**config.mk**
```make
export PLATFORM = sky130hd
export DESIGN_NAME = wide_add_sequencer
export DESIGN_NICKNAME = d
export VERILOG_FILES = /design/src/rtl/wide_add_pkg.sv /design/src/rtl/wide_add_sequencer.sv
export SDC_FILE = /design/constraint.sdc
export NUM_CORES = 1
export LEC_CHECK = 0
export CORE_ASPECT_RATIO = 1.2
export CORE_MARGIN = 4
export CORE_UTILIZATION = 30
export CTS_CLUSTER_SIZE = 16
export DETAILED_ROUTE_END_ITERATION = 10
export HOLD_SLACK_MARGIN = 0.02
export PLACE_DENSITY_LB_ADDON = 0.12
export SLEW_MARGIN = 0
export SYNTH_ARGS = -nofsm -noshare
export SYNTH_HDL_FRONTEND = slang
export SYNTH_SLANG_ARGS = --single-unit
```
**constraint.sdc**
```tcl
create_clock -name clk -period 1.6 [get_ports clk]
set_input_delay 0.24 -clock clk [delete_from_list [all_inputs] [get_ports clk]]
set_output_delay 0.24 -clock clk [all_outputs]
set_load 0.05 [all_outputs]
```
**src/rtl/wide_add_pkg.sv**
```systemverilog
// Shared constants and state encoding for the wide add sequencer.
package wide_add_pkg;

    // Width of one adder slice.
    localparam int NIBBLE_W  = 4;

    // Cycles from issuing a nibble to the adder until its sum can be captured.
    localparam int ADDER_LAT = 2;

    typedef enum logic [1:0] {
        IDLE,
        RUN,
        DONE
    } state_t;

endpackage

```
**src/rtl/wide_add_sequencer.sv**
```systemverilog
// Sequences a WIDTH-bit add through an external pipelined 4-bit adder,
// one nibble per cycle, LSB first, chaining the adder's registered carry.
// Optional feature macro: WIDE_ADD_OVF_EN adds the registered out_ovf port.
module wide_add_sequencer
    import wide_add_pkg::*;
#(
    parameter int WIDTH = 16
) (
    input  logic                clk,
    input  logic                reset,
    input  logic                in_valid,
    output logic                in_ready,
    input  logic [WIDTH-1:0]    in_a,
    input  logic [WIDTH-1:0]    in_b,
    input  logic                in_cin,
    output logic                out_valid,
    input  logic                out_ready,
    output logic [WIDTH-1:0]    out_sum,
    output logic                out_cout,
`ifdef WIDE_ADD_OVF_EN
    output logic                out_ovf,
`endif
    output logic [NIBBLE_W-1:0] adder_a,
    output logic [NIBBLE_W-1:0] adder_b,
    output logic                adder_cin,
    input  logic [NIBBLE_W-1:0] adder_sum,
    input  logic                adder_cout
);

    localparam int N     = WIDTH / NIBBLE_W;
    localparam int IDX_W = $clog2(N);
    localparam int CW    = IDX_W + 1;

    state_t             state_reg, state_next;
    logic [WIDTH-1:0]   a_q_reg, b_q_reg;
    logic               cin_q_reg;
    logic [CW-1:0]      issue_cnt_reg;   // cycles spent in RUN
    logic [CW-1:0]      cap_cnt_reg;     // index of the next nibble to capture
    logic [WIDTH-1:0]   out_sum_reg;
    logic               out_cout_reg;

    logic [NIBBLE_W-1:0] a_nib [N];
    logic [NIBBLE_W-1:0] b_nib [N];
    logic [NIBBLE_W-1:0] acc_reg [N-1];
    logic [WIDTH-NIBBLE_W-1:0] acc_flat;

    logic issue_en, compute_en, capture_en, last_capture;
    logic accept;

    genvar gi;
    generate
        for (gi = 0; gi < N; gi++) begin : g_nib
            assign a_nib[gi] = a_q_reg[gi*NIBBLE_W +: NIBBLE_W];
            assign b_nib[gi] = b_q_reg[gi*NIBBLE_W +: NIBBLE_W];
        end
        // Lower nibbles wait here until the top nibble arrives, so out_sum changes in one edge.
        for (gi = 0; gi < N-1; gi++) begin : g_acc
            always_ff @(posedge clk) begin
                if (reset) begin
                    acc_reg[gi] <= '0;
                end else if (capture_en && cap_cnt_reg == CW'(gi)) begin
                    acc_reg[gi] <= adder_sum;
                end
            end
            assign acc_flat[gi*NIBBLE_W +: NIBBLE_W] = acc_reg[gi];
        end
    endgenerate

    // State register.
    always_ff @(posedge clk) begin
        if (reset) begin
            state_reg <= IDLE;
        end else begin
            state_reg <= state_next;
        end
    end

    // Next state, handshakes and the issue/compute/capture windows.
    always_comb begin
        state_next   = state_reg;
        in_ready     = 1'b0;
        out_valid    = 1'b0;
        issue_en     = 1'b0;
        compute_en   = 1'b0;
        capture_en   = 1'b0;
        last_capture = 1'b0;
        case (state_reg)
            IDLE: begin
                in_ready = 1'b1;
                if (in_valid) begin
                    state_next = RUN;
                end
            end
            RUN: begin
                issue_en     = (issue_cnt_reg < CW'(N));
                compute_en   = (issue_cnt_reg >= CW'(ADDER_LAT - 1)) &&
                               (issue_cnt_reg <= CW'(N + ADDER_LAT - 2));
                capture_en   = (issue_cnt_reg >= CW'(ADDER_LAT));
                last_capture = capture_en && (cap_cnt_reg == CW'(N - 1));
                if (last_capture) begin
                    state_next = DONE;
                end
            end
            DONE: begin
                out_valid = 1'b1;
                if (out_ready) begin
                    state_next = IDLE;
                end
            end
            default: state_next = IDLE;
        endcase
    end

    assign accept = in_ready && in_valid;

    // Adder drive: operands in the issue window, chained carry in the compute window, else zero.
    always_comb begin
        adder_a   = '0;
        adder_b   = '0;
        adder_cin = 1'b0;
        if (issue_en) begin
            adder_a = a_nib[issue_cnt_reg[IDX_W-1:0]];
            adder_b = b_nib[issue_cnt_reg[IDX_W-1:0]];
        end
        if (compute_en) begin
            adder_cin = (issue_cnt_reg == CW'(ADDER_LAT - 1)) ? cin_q_reg : adder_cout;
        end
    end

    // Operand latch, counters and the final result registers.
    always_ff @(posedge clk) begin
        if (reset) begin
            a_q_reg       <= '0;
            b_q_reg       <= '0;
            cin_q_reg     <= 1'b0;
            issue_cnt_reg <= '0;
            cap_cnt_reg   <= '0;
            out_sum_reg   <= '0;
            out_cout_reg  <= 1'b0;
        end else begin
            if (accept) begin
                a_q_reg       <= in_a;
                b_q_reg       <= in_b;
                cin_q_reg     <= in_cin;
                issue_cnt_reg <= '0;
                cap_cnt_reg   <= '0;
            end else if (state_reg == RUN && !last_capture) begin
                issue_cnt_reg <= issue_cnt_reg + 1'b1;
                if (capture_en) begin
                    cap_cnt_reg <= cap_cnt_reg + 1'b1;
                end
            end
            if (last_capture) begin
                out_sum_reg  <= {adder_sum, acc_flat};
                out_cout_reg <= adder_cout;
            end
        end
    end

    assign out_sum  = out_sum_reg;
    assign out_cout = out_cout_reg;

`ifdef WIDE_ADD_OVF_EN
    logic out_ovf_reg;

    // Signed overflow: like-signed operands producing a result of the other sign.
    always_ff @(posedge clk) begin
        if (reset) begin
            out_ovf_reg <= 1'b0;
        end else if (last_capture) begin
            out_ovf_reg <= (a_q_reg[WIDTH-1] == b_q_reg[WIDTH-1]) &&
                           (adder_sum[NIBBLE_W-1] != a_q_reg[WIDTH-1]);
        end
    end

    assign out_ovf = out_ovf_reg;
`endif

endmodule

```
======== After elaboration in Yosys (flattened, before gate mapping) ========
Memory sizes are Yosys's and may differ from the RTL's. A register that Yosys moved wholly into a read port is not among the register bits.
Index checks and enable logic that the tools add are counted.
Widths: inputs -> output; s select.
cells by class
  div/mod/pow operators ................... 0
  order comparisons ....................... 5
  multipliers ............................. 0
  muxes and demuxes ....................... 34
  add/subtract/negate cells ............... 2
  bitwise logic cells ..................... 4
  reductions and logical operators ........ 13
  eq/ne operators ......................... 9
  shift-type cells ........................ 0
operators by type and width
  cell                 number
  $mux 4               9
  $mux 1               19
  $bmux 4 s2           2
  $logic_and 1x1->1    7
  $add 3x1->3 const B  2
  $eq 3x1->1 const B   2
  $eq 3x2->1 const B   2
  $mux 2               3
  $ne 2x2->1 const B   3
  $pmux 2 s3           1
  $ge 3x1->1 const B   1
  $ge 3x2->1 const B   1
  $ge 3x3->1 const B   1
  $le 3x3->1 const B   1
  $logic_not 3->1      1
  $lt 3x3->1 const B   1
  $not 2->3            1
  $or 1x1->1           3
  $reduce_and 3->1     1
  $eq 2x1->1 const B   1
  $eq 2x2->1 const B   1
  $logic_not 2->1      1
  $reduce_and 2->1     1
  $reduce_or 2->1      1
  $logic_not 1->1      1
storage, ports and cells
  input port bits ......................... 42
  output and inout port bits .............. 28
  bits in writable memories ............... 12
  memory bits (read-only) ................. 0
  register bits after elaboration ......... 58
  word-level logic and storage cells ...... 76
  latch bits .............................. 0
  memories ................................ 1
memories
  name     words  bits a word  read ports  clocked after memory_dff  write ports  RTL line                  RTL
  acc_reg  3      4            3           3                         3            wide_add_sequencer.sv:44  logic [NIBBLE_W-1:0] acc_reg [N-1];

======== Longest topological paths before layout ========
  depth after elaboration ................. 7
  mapped depth ............................ 6
  mapped depth without buffers ............ 5

======== Worst setup path before layout ========
Ideal clock, no wire load.
  path type ............................... register to output
  start point ............................. register issue_cnt_reg[1]
  end point ............................... output port adder_cin
  path buffers ............................ 1
  setup slack ............................. -726 ps
  arrival time ............................ 2086 ps
  required time ........................... 1360 ps
  cell stages (with the launch flop) ...... 7
  cells stage by stage .................... dfxtp_1 -> buf_2 -> inv_1 -> ha_1 -> nor2b_1 -> mux2i_1 -> a2111oi_2
between the ends
  longest elaborated chain between the ends .. 4
  elaborated cells on any way between the ends .. 7
  classes of those cells .................. order compare: 2; eq/ne: 1; mux: 3; reduce/logical: 1
RTL lines
  item                                      RTL line                                            RTL
  start: declaration                        wide_add_sequencer.sv:37                            logic [CW-1:0] issue_cnt_reg;
  start signal: assignment                  wide_add_sequencer.sv:148                           issue_cnt_reg <= issue_cnt_reg + 1'b1;
  $ge 3x1->1 or $le 3x3->1 (tied branches)  wide_add_sequencer.sv:96, wide_add_sequencer.sv:97
  $logic_and 1x1->1                         wide_add_sequencer.sv:96                            compute_en = (issue_cnt_reg >= CW'(ADDER_LAT - 1)) &&
  $mux 1                                    wide_add_sequencer.sv:87                            case (state_reg)
  $mux 1 *                                  wide_add_sequencer.sv:125                           if (compute_en) begin
  end: declaration                          wide_add_sequencer.sv:25                            output logic adder_cin,
Mark *: on every way between the ends. The rest lies on a longest branch, timed or not.

======== Final worst setup path ========
  start point ............................. register issue_cnt_reg[0]
  end point ............................... output port adder_b[2]
between the ends
  longest elaborated chain between the ends .. 5
  elaborated cells on any way between the ends .. 7
  classes of those cells .................. order compare: 1; mux: 5; bitwise: 1
RTL lines
  item                                        RTL line                   RTL
  $not 2->3 (implied by the code)             wide_add_sequencer.sv:123  adder_b = b_nib[issue_cnt_reg[IDX_W-1:0]];
  $bmux 4 s2                                  wide_add_sequencer.sv:123
  $mux 4 (implied by the code) (2 in series)  wide_add_sequencer.sv:123
  $mux 4 *                                    wide_add_sequencer.sv:121  if (issue_en) begin
  end: declaration                            wide_add_sequencer.sv:24   output logic [NIBBLE_W-1:0] adder_b,
Mark *: on every way between the ends. The rest lies on a longest branch, timed or not. The select of a mux whose other input is x is not followed.

==> results.md <==
- Initial antenna violation count: 0
- Starting Density: 31.0%
- Hold worst-path end: out_sum[7]
- Failing checks: setup timing
- Worst r2r dst: acc_reg[0][2]
- Via count: 2480
- Gr ovfl total: 0
- Syn Area/Cell: 10.5 um2
- Clock Path Buffers: 2
- Reg clk slew, reported paths: 0.06 ns
- # clock sinks: 70
- CTS Buf Count: 9
- Final GP Congestion: 0.740
- Synth Flop Type: dfxtp_1
- Port Buffers: 69
- CTS tree: built
- Most frequent cells in the layout: 56 x dfxtp_1, 47 x nor2_1, 45 x buf_4
- Area Overhead vs Synth: 47.4%
- CP endpoint kind: output port
- Status: finished with violations
- Worst Path Class, Setup: register to output port
- Global Route Usage Sum: 14.2%
- Fillers: 965
- Number of diodes: 0
- Critical path required time: 1.36 ns
- Largest net degree at the start of global routing: 29
- Core box area: 10200 um2
- Fin. max-slew vios: 0
- Top cells by area, synth: dfxtp_1 37%, mux2i_1 12%, edfxtp_1 11%, mux4_2 5.7%, nor2_1 5.6%
- Max-slew headroom: 68.7%
- Arr. time, crit path: 1.68 ns
- Final ANT Viol Nets: 0
- Period utilisation layout: 120%
- Skew-Pair Late Insertion Delay: 0.33 ns
- PnR worst setup slack: -0.322 ns
- Unrepaired setup endpoints after global routing: true
- Final hold violation count: 0
- Detailed placer's ending HPWL: 5740 um
- Cell taking the most area after synthesis: dfxtp_1
- Synthesized flop and latch total: 70
- R2r worst-path depth: 6
- Number of synthesized flops with an enable pin: 12
- Total power: 4.32 mW
- CTS Hold Bufs: 0
- Final setup fails: 9
- Post-synthesis cell type count: 31
- Worst IR drop on VDD: 0.443 mV
- Nets: 438
- Commonest non-fill, non-tap cell in the layout: dfxtp_1
- Cell Area, Synth: 3150 um2
- Worst hold margin: 0.379 ns
- Worst min path class: primary input to register
- Syn Nets: 349
- Number of global-route vias before repair: 2723
- Ratio of cells with drive above 1 in the final layout: 27.3%
- Rows: 40
- Seq/Total Area, Yosys: 48.3%
- R2R setup slack: 0.10 ns
- Crit-path max FO: 5
- R2R Path Start: issue_cnt_reg[1]
- Die Span Y: 120 um
- DR vias/cell: 4.79
- Initial DRC count: 43
- Fin cells: 518
- Routed length per placed instance: 15.5 um
- Worst Clk Skew: 0.00606 ns
- Hold depth: 2
- Async S/R FF share, synth: 0%
- Cells after Synth: 299
- Max cap viols: 0
- I/O pin count: 70
- Placed insts: 502
- Synth top area share: 36.9%
- WL final: 8040 um
- Die width: 102 um
- DR pass1 iterations: 4
- Critical hold path startpoint: reset
- Global-route wire length before repair: 13300 um
- H-tree lvl count: 3
- Leak Pwr: 1.75 nW
- CTS root buffer: clkbuf_16
- Final min period: 1.92 ns
- Yosys warns: 0
- CP Launch Type: register
- Total die area: 12200 um2
- Max Freq: 0.520 GHz
- Pwr dens: 930 nW/um2
- Slew @ Worst Pin: 0.470 ns
- DRC violations left: 0
==> routing by layer <==
metal	vias up	wire, um	track usage (%)	share of wire [%]
li1	1248	-	-	-
met1	1166	3280	15.6	41
met3	13	457	3.81	5.7
met2	53	4100	24.3	51
met4	0	203	7.73	2.5
met5	-	0	0	0
==> worst max-delay path by stage <==
| stage | startpoint | end | cells after the start |
|---|---|---|---|
| 6_report | issue_cnt_reg[0] | adder_b[2] | 4 |
| 5_1_grt | issue_cnt_reg[0] | adder_a[3] | 4 |
| 4_1_cts | issue_cnt_reg[1] | adder_cin | 6 |
| 3_5_place_dp | issue_cnt_reg[0] | adder_a[1] | 4 |
| 3_3_place_gp | issue_cnt_reg[0] | adder_a[1] | 4 |
| 2_1_floorplan | issue_cnt_reg[1] | adder_cin | 6 |
==> cell usage after synthesis (all sizes together), types with 4 or more instances <==
library cell  count
a21oi            19
buf              16
clkbuf            8
dfxtp            58
edfxtp           12
ha                8
inv               7
mux2i            38
mux4              8
nand2b           13
nand4            18
nor2             48
nor2b            11
nor3              4
o31ai            16
==> per-stage QoR <==
step	utilization, %	setup TNS (ns)	setup slack (ns)	cell area, um2
after detailed placement	41.9	-1.96	-0.109	4250
after global routing	45.7	-3.16	-0.361	4640
final	45.7	-2.74	-0.322	4640
after floorplan	-	-0.892	-0.325	3230
after CTS	44.9	-3.81	-0.371	4570
after global placement	41.9	-1.23	-0.0734	4250
==> logic make-up (layout without fill, tap and decap cells) <==
family / after synthesis / count (layout) / synth area share (%)
compound gates: 42 / 42 / 8.66
fa+ha+maj: 8 / 8 / 3.18
flops: 70 / 70 / 48.3
simple gates: 101 / 101 / 16.4
mux: 46 / 46 / 17.8
buf+inv: 32 / 125 / 5.64
==> cell type report <==
type	count	area [um2]	area share, %
clock buffers	14	274	5.90
clock inverters	1	5.00	0.108
inverters	8	32.5	0.701
multi-input cells	197	1570	33.8
flip-flops and latches	70	1530	32.9
well taps	126	158	3.40
repair buffers	102	1070	23.1
==> critical path, cell delays in order (launching register included) <==
cell	delay, ns
dfxtp_4	0.40
clkbuf_16	0.17
mux4_2	0.48
nor2b_4	0.15
buf_12	0.15
==> power by group <==
part / total (mW) / internal [mW] / switching, mW
clock: 1.86 / 1.17 / 0.693
combinational: 0.564 / 0.305 / 0.258
sequential: 1.89 / 1.86 / 0.0357
total: 4.32 / 3.33 / 0.987
==> repair_timing <==
action                                  CTS  global route
cloned                                    0             1
buffers inserted                          0             0
pin swaps                                 1             2
hold endpoints to repair                  0             0
resized for setup                         8            15
endpoints found under the setup margin   22            35
Power figures use the tool's default switching activity.
==> RTL change 1 (same settings) <==
Add a define of `WIDE_ADD_OVF_EN`.
--- a/src/rtl/wide_add_sequencer.sv
+++ b/src/rtl/wide_add_sequencer.sv
@@ -2,4 +2,6 @@
 // one nibble per cycle, LSB first, chaining the adder's registered carry.
 // Optional feature macro: WIDE_ADD_OVF_EN adds the registered out_ovf port.
+`define WIDE_ADD_OVF_EN
+
 module wide_add_sequencer
     import wide_add_pkg::*;
Check against the original RTL (old outputs only; new: out_ovf): equivalent (Yosys induction, for registers that start in step).
==> RTL change 1 against the original RTL <==
- the flow still finishes with violations (setup timing)
- clock power up 8%
- synthesized cell count rose by 2.7%
- routed wire length shrank 1.4%
- via count up 1.8%
- critical path depth stayed put
- power is 4.2% higher
- sequential cell count up 1
- largest power group is now the clock network
- final area rose by 2.1%
- worst setup slack better by 0.048 ns
- synthesized area is 2.3% higher
- combinational power rose by 2%
==> RTL change 1: results (changes against the original RTL) <==
stage,metric,value,unit,change
outcome,status,finished with violations,,unchanged
outcome,failing checks,setup timing,,unchanged
route,WL per Instance,14.9,um,was 15.5 um
clocking,clock root cell,clkbuf_16,,unchanged
sta,# setup viols final,9,,unchanged
global_routing,largest net degree at the start of global routing,24,,was 29
global_routing,vias in the first global route,2677,,was 2723
worst_setup_path,Critical Path Start,issue_cnt_reg[0],,unchanged
global_routing,met2 Resource Use GR,23.3,%,was 24.3%
global_routing,grt met1 use,15.4,%,was 15.6%
placement,dpl hpwl,5890,um,was 5740 um
route,Initial DRC Count,71,,was 43
synth,syn nets,357,,was 349
final_layout,share of cells above drive strength 1,26.1,%,was 27.3%
placement,GP Congestion,0.782,,was 0.740
clocking,Post-CTS Setup Bufs,0,,unchanged
route,Vias,2525,,was 2480
power,worst vdd ir,0.000514,V,was 0.000443 V
final_layout,nets,447,,was 438
global_routing,initial antenna violation count,0,,unchanged
worst_setup_path,Reg2Reg Setup Slack,0.15,ns,was 0.10 ns
worst_setup_path,"Max stage delay cell, worst path",mux4_2,,unchanged
power,Sw Share,23.4,%,was 22.9%
placement,post-placement cell count,515,,was 502
synth,top post-synthesis cells by area,"dfxtp_1 37%, mux2i_1 11%, edfxtp_1 11%, nor2_1 5.7%, mux4_2 5.6%",,"was dfxtp_1 37%, mux2i_1 12%, edfxtp_1 11%, mux4_2 5.7%, nor2_1 5.6%"
synth,YS warnings,0,,unchanged
clocking,clk buf depth,2,,unchanged
clocking,H-Tree Depth,3,,unchanged
final_layout,# fillers,987,,was 965
global_routing,GRT met3 Usage,4.64,%,was 3.81%
worst_setup_path,CP startpoint kind,register,,unchanged
synth,"Seq/Total Area, Yosys",47.8,%,was 48.3%
sta,worst relative slew slack,76.4,%,was 68.7%
clocking,CTS Buf Count,9,,unchanged
route,DRT Pass-1 Iters,4,,unchanged
sta,post-route worst setup slack,-0.274,ns,was -0.322 ns
synth,commonest cells in the netlist,"59 x dfxtp_1, 49 x nor2_1, 37 x mux2i_1",,"was 58 x dfxtp_1, 47 x nor2_1, 38 x mux2i_1"
clocking,"CTS clk-pin slew, worst paths",0.06,ns,about the same
route,Routed Antenna Nets,0,,unchanged
synth,"Distinct cells, synth",36,,was 31
global_routing,Total Routing Usage GR,13.7,%,was 14.2%
placement,count of buffers from port buffering,70,,was 69
hold_path,Hold Crit Start,reset,,unchanged
worst_setup_path,worst-path maximum fanout,7,,was 5
synth,Synth Instances,307,,was 299
power,Leak Pwr,0.00181,uW,was 0.00175 uW
final_layout,ANT cells,0,,unchanged
worst_setup_path,Worst path max stage delay,0.50,ns,was 0.48 ns
global_routing,global-route wire length before repair,13100,um,was 13300 um
worst_setup_path,"delay-heaviest family, CP",multiplexers,,unchanged
sta,clk_skew,0.00775,ns,was 0.00606 ns
placement,Setup WS pre-CTS,-0.00397,ns,was -0.109 ns
hold_path,Worst Hold Class,in -> reg,,unchanged
final_layout,non-filler instance count after layout,531,,was 518
synth,ys flop type,dfxtp_1,,unchanged
worst_setup_path,worst r2r src,cap_cnt_reg[0],,was issue_cnt_reg[1]
-- RTL change 1: final timing paths --
path	to	cells after the start
max reg2reg	out_sum[7]	6
max	adder_a[3]	4
min	cin_q_reg	2
min reg2reg	out_sum[1]	2
-- RTL change 1: layout make-up --
type | count | area [um2] | share of cell area (%)
Multi-Input combinational cell | 203 | 1580 | 33.3
Sequential cell | 71 | 1540 | 32.6
Timing Repair Buffer | 104 | 1130 | 23.8
Clock buffer | 10 | 239 | 5.04
Tap cell | 129 | 161 | 3.41
Clock inverter | 6 | 60.1 | 1.27
Inverter | 8 | 30.0 | 0.634
-- RTL change 1: power groups by stage --
stage	clock (uW)	sequential [uW]	combinational [uW]
3_5_place_dp	0	1960	558
2_1_floorplan	0	1950	312
5_1_grt	2130	1930	620
6_report	2000	1920	576
3_3_place_gp	0	1950	554
4_1_cts	2050	1920	583
-- RTL change 1: what timing repair did --
action,4_1_cts,5_1_grt
hold buffers,0,0
endpoints found under the hold margin,0,0
gates cloned,0,0
endpoints found under the setup margin,9,11
pin swaps,2,2
gates resized for setup,21,4
-- RTL change 1: kinds of logic (layout without fill, tap and decap cells) --
kind of cell	Yosys count	in the layout	synth area share (%)
simple gates	104	104	16.9
compound gates	46	46	8.97
flops	71	71	47.8
fa+ha+maj	8	8	3.11
buf+inv	33	128	6.13
mux	45	45	17.1
-- RTL change 1: routing by layer --
metal  share of wire [%]  routed length [um]
met1                  42                3300
met2                  51                4010
met3                 5.8                 461
met5                   0                   0
met4                 2.0                 155
-- RTL change 1: worst reg2reg max path: cells and delay by family, from the launching register on --
family / cells / cell delay (ns)
buffers and inverters: 2 / 0.34
AO/OA/AOI/OAI: 2 / 0.36
adder cells (fa/ha/maj): 2 / 0.31
flip-flops: 1 / 0.33
-- RTL change 1: metrics by stage --
| step | power, uW | cell area (um2) | TNS (ns) | hold WS (ns) |
|---|---|---|---|---|
| floorplan | 2260 | 3250 | -1.83 | 0.387 |
| global placement | 2510 | 4360 | -0.0270 | 0.459 |
| detailed placement | 2520 | 4360 | -0.00650 | 0.464 |
| CTS | 4550 | 4730 | -2.46 | 0.266 |
| global route | 4680 | 4740 | -2.82 | 0.299 |
| finish | 4500 | 4740 | -2.33 | 0.263 |
==> RTL change 2 (same settings) <==
Made on the original files. Encoding of `state_t`: now one-hot (3 bits for 3 states).
--- a/src/rtl/wide_add_pkg.sv
+++ b/src/rtl/wide_add_pkg.sv
@@ -8,8 +8,8 @@
     localparam int ADDER_LAT = 2;
 
-    typedef enum logic [1:0] {
-        IDLE,
-        RUN,
-        DONE
+    typedef enum logic [2:0] {
+        IDLE = 3'b001,
+        RUN  = 3'b010,
+        DONE = 3'b100
     } state_t;
 
Formal check against the unedited RTL: no difference found for any inputs over 10 cycles, from zero or initial values and one cycle with reset high; not proved beyond that.
==> RTL change 2 against the original RTL <==
- the flow still finishes with violations (setup timing)
- critical endpoint is now adder_cin
- critical path depth rose by 2
- routed wire length rose by 0.87%
- synthesized area fell by 2.8%
- largest power group unchanged
- sequential cell count up 1
- worst setup slack got worse by 0.0097 ns
- synthesized cell count increased by 13%
- utilization up 0.96 points
- final area grew 0.59%
- clock skew rose by 0.00082 ns
- power is 5.1% lower
- sequential share of layout area increased by 0.26 points
==> RTL change 2: results (changes against the original RTL) <==
stage,metric,value,unit,change
power,Leak Pwr,0.00171,uW,was 0.00175 uW
global_routing,Total Routing Usage GR,13.9,%,was 14.2%
clocking,CTS Buf Count,9,,unchanged
clocking,H-Tree Depth,3,,unchanged
synth,Post-synth EDFFs,12,,unchanged
global_routing,largest net degree at the start of global routing,58,,was 29
final_layout,nets,475,,was 438
worst_setup_path,worst-path maximum fanout,2,,was 5
global_routing,GRT met3 Usage,3.19,%,was 3.81%
outcome,failing checks,setup timing,,unchanged
placement,count of buffers from port buffering,69,,unchanged
synth,YS warnings,0,,unchanged
synth,"Distinct cells, synth",34,,was 31
clocking,"Clk Latency, worst-skew pair",0.32,ns,
global_routing,global-route wire length before repair,13100,um,was 13300 um
power,worst vdd ir,0.000490,V,was 0.000443 V
synth,"Seq/Total Area, Yosys",50.3,%,was 48.3%
route,DR vias/cell,4.80,,was 4.79
placement,dpl hpwl,5540,um,was 5740 um
global_routing,grt met1 use,16.5,%,was 15.6%
sta,Slew @ Worst Pin,0.413,ns,was 0.470 ns
final_layout,# fillers,960,,was 965
final_layout,ANT cells,0,,unchanged
clocking,clock root cell,clkbuf_16,,unchanged
hold_path,Worst Hold Class,in -> reg,,unchanged
global_routing,vias in the first global route,2736,,was 2723
sta,post-route worst setup slack,-0.332,ns,was -0.322 ns
sta,clk_skew,0.00688,ns,was 0.00606 ns
synth,syn nets,389,,was 349
global_routing,initial antenna violation count,0,,unchanged
placement,GP Congestion,0.717,,was 0.740
placement,placed standard-cell area,4230,um2,was 4250 um2
outcome,status,finished with violations,,unchanged
synth,top post-synthesis cells by area,"dfxtp_1 39%, edfxtp_1 12%, a21oi_1 9.5%, nand2_1 8.2%, mux4_2 5.9%",,"was dfxtp_1 37%, mux2i_1 12%, edfxtp_1 11%, mux4_2 5.7%, nor2_1 5.6%"
synth,"FFs w/ async S/R, synth",0,%,unchanged
global_routing,met2 Resource Use GR,24.3,%,about the same
clocking,clk buf depth,2,,unchanged
worst_setup_path,crit path DAT,1.69,ns,
final_layout,share of cells above drive strength 1,28.7,%,was 27.3%
sta,# setup viols final,34,,was 9
route,Initial DRC Count,107,,was 43
route,DRT Pass-1 Iters,4,,unchanged
route,WL per Instance,14.6,um,was 15.5 um
synth,commonest cells in the netlist,"67 x nand2_1, 59 x dfxtp_1, 58 x a21oi_1",,"was 58 x dfxtp_1, 47 x nor2_1, 38 x mux2i_1"
clocking,"CTS clk-pin slew, worst paths",0.06,ns,about the same
placement,Setup WS pre-CTS,-0.110,ns,was -0.109 ns
-- RTL change 2: changes by cell type in the layout (fill, tap and decap cells not counted), sizes merged, moves of 12 or more --
cell,unedited run,this run
nand2,0,67
nor2,48,3
a21oi,19,58
mux2i,38,1
o21ai,2,23
nand3,2,21
nand4,18,0
o31ai,16,1
and3,0,12
-- RTL change 2: cell type report --
| cell class | instances | area [um2] | share of cell area [%] |
|---|---|---|---|
| sequential | 71 | 1550 | 33.2 |
| clock inverter | 2 | 10.0 | 0.214 |
| tap | 126 | 158 | 3.38 |
| clock buffer | 13 | 250 | 5.36 |
| timing repair buffer | 102 | 1090 | 23.4 |
| inverter | 7 | 31.3 | 0.670 |
| multi-input combinational | 234 | 1580 | 33.7 |
-- RTL change 2: path summary, 6_finish.rpt --
check | startpoint | to | slack [ns] | cells past startpoint
max | issue_cnt_reg[1] | adder_cin | -0.33 | 6
min | reset | out_sum[0] | 0.42 | 3
max reg2reg | state_reg[1] | issue_cnt_reg[2] | -0.14 | 5
min reg2reg | b_q_reg[9] | b_q_reg[9] | 0.45 | 2
-- RTL change 2: per-layer routing --
layer  vias up  wire length [um]
met5         -                 0
met3         7               423
met1      1238              3300
met2        62              4290
met4         0               102
li1       1355                 -
-- RTL change 2: cells by family after synthesis --
group	count (synthesis)	share of synthesized area, %
buffers and inverters	35	4.66
and+or+nand+nor	126	19.9
DFF	71	50.3
adders and majority gates	8	3.27
muxes	9	6.21
AOI/OAI and AO/OA	90	15.6
-- RTL change 2: stage by stage --
| stage | power (uW) | TNS [ns] | cells | hold slack, ns |
|---|---|---|---|---|
| final | 4100 | -4.03 | 555 | 0.421 |
| after global routing | 4290 | -6.42 | 555 | 0.436 |
| after CTS | 4130 | -2.69 | 547 | 0.405 |
| after detailed placement | 2370 | -1.59 | 531 | 0.447 |
| after global placement | 2370 | -1.30 | 531 | 0.441 |
| after floorplan | 2160 | -0.428 | 339 | 0.376 |
-- RTL change 2: worst max-delay path, stage by stage, from the launching register on --
cell       delay, ns
dfxtp_2         0.38
inv_6           0.04
ha_4            0.15
nor2b_4         0.12
mux2i_2         0.16
a2111oi_4       0.34
buf_12          0.18
-- RTL change 2: power by group --
| group | internal [uW] | switching [uW] | total, uW |
|---|---|---|---|
| registers | 1890 | 33.1 | 1920 |
| clock network | 1080 | 671 | 1750 |
| logic | 231 | 199 | 430 |
-- RTL change 2: timing repair --
action                     in CTS  in global routing
setup endpoints to repair      25                 49
pin swaps                       3                  7
cloned                          0                  2
setup buffers                   1                  7
hold endpoints to repair        0                  0
resized for setup               5                 40
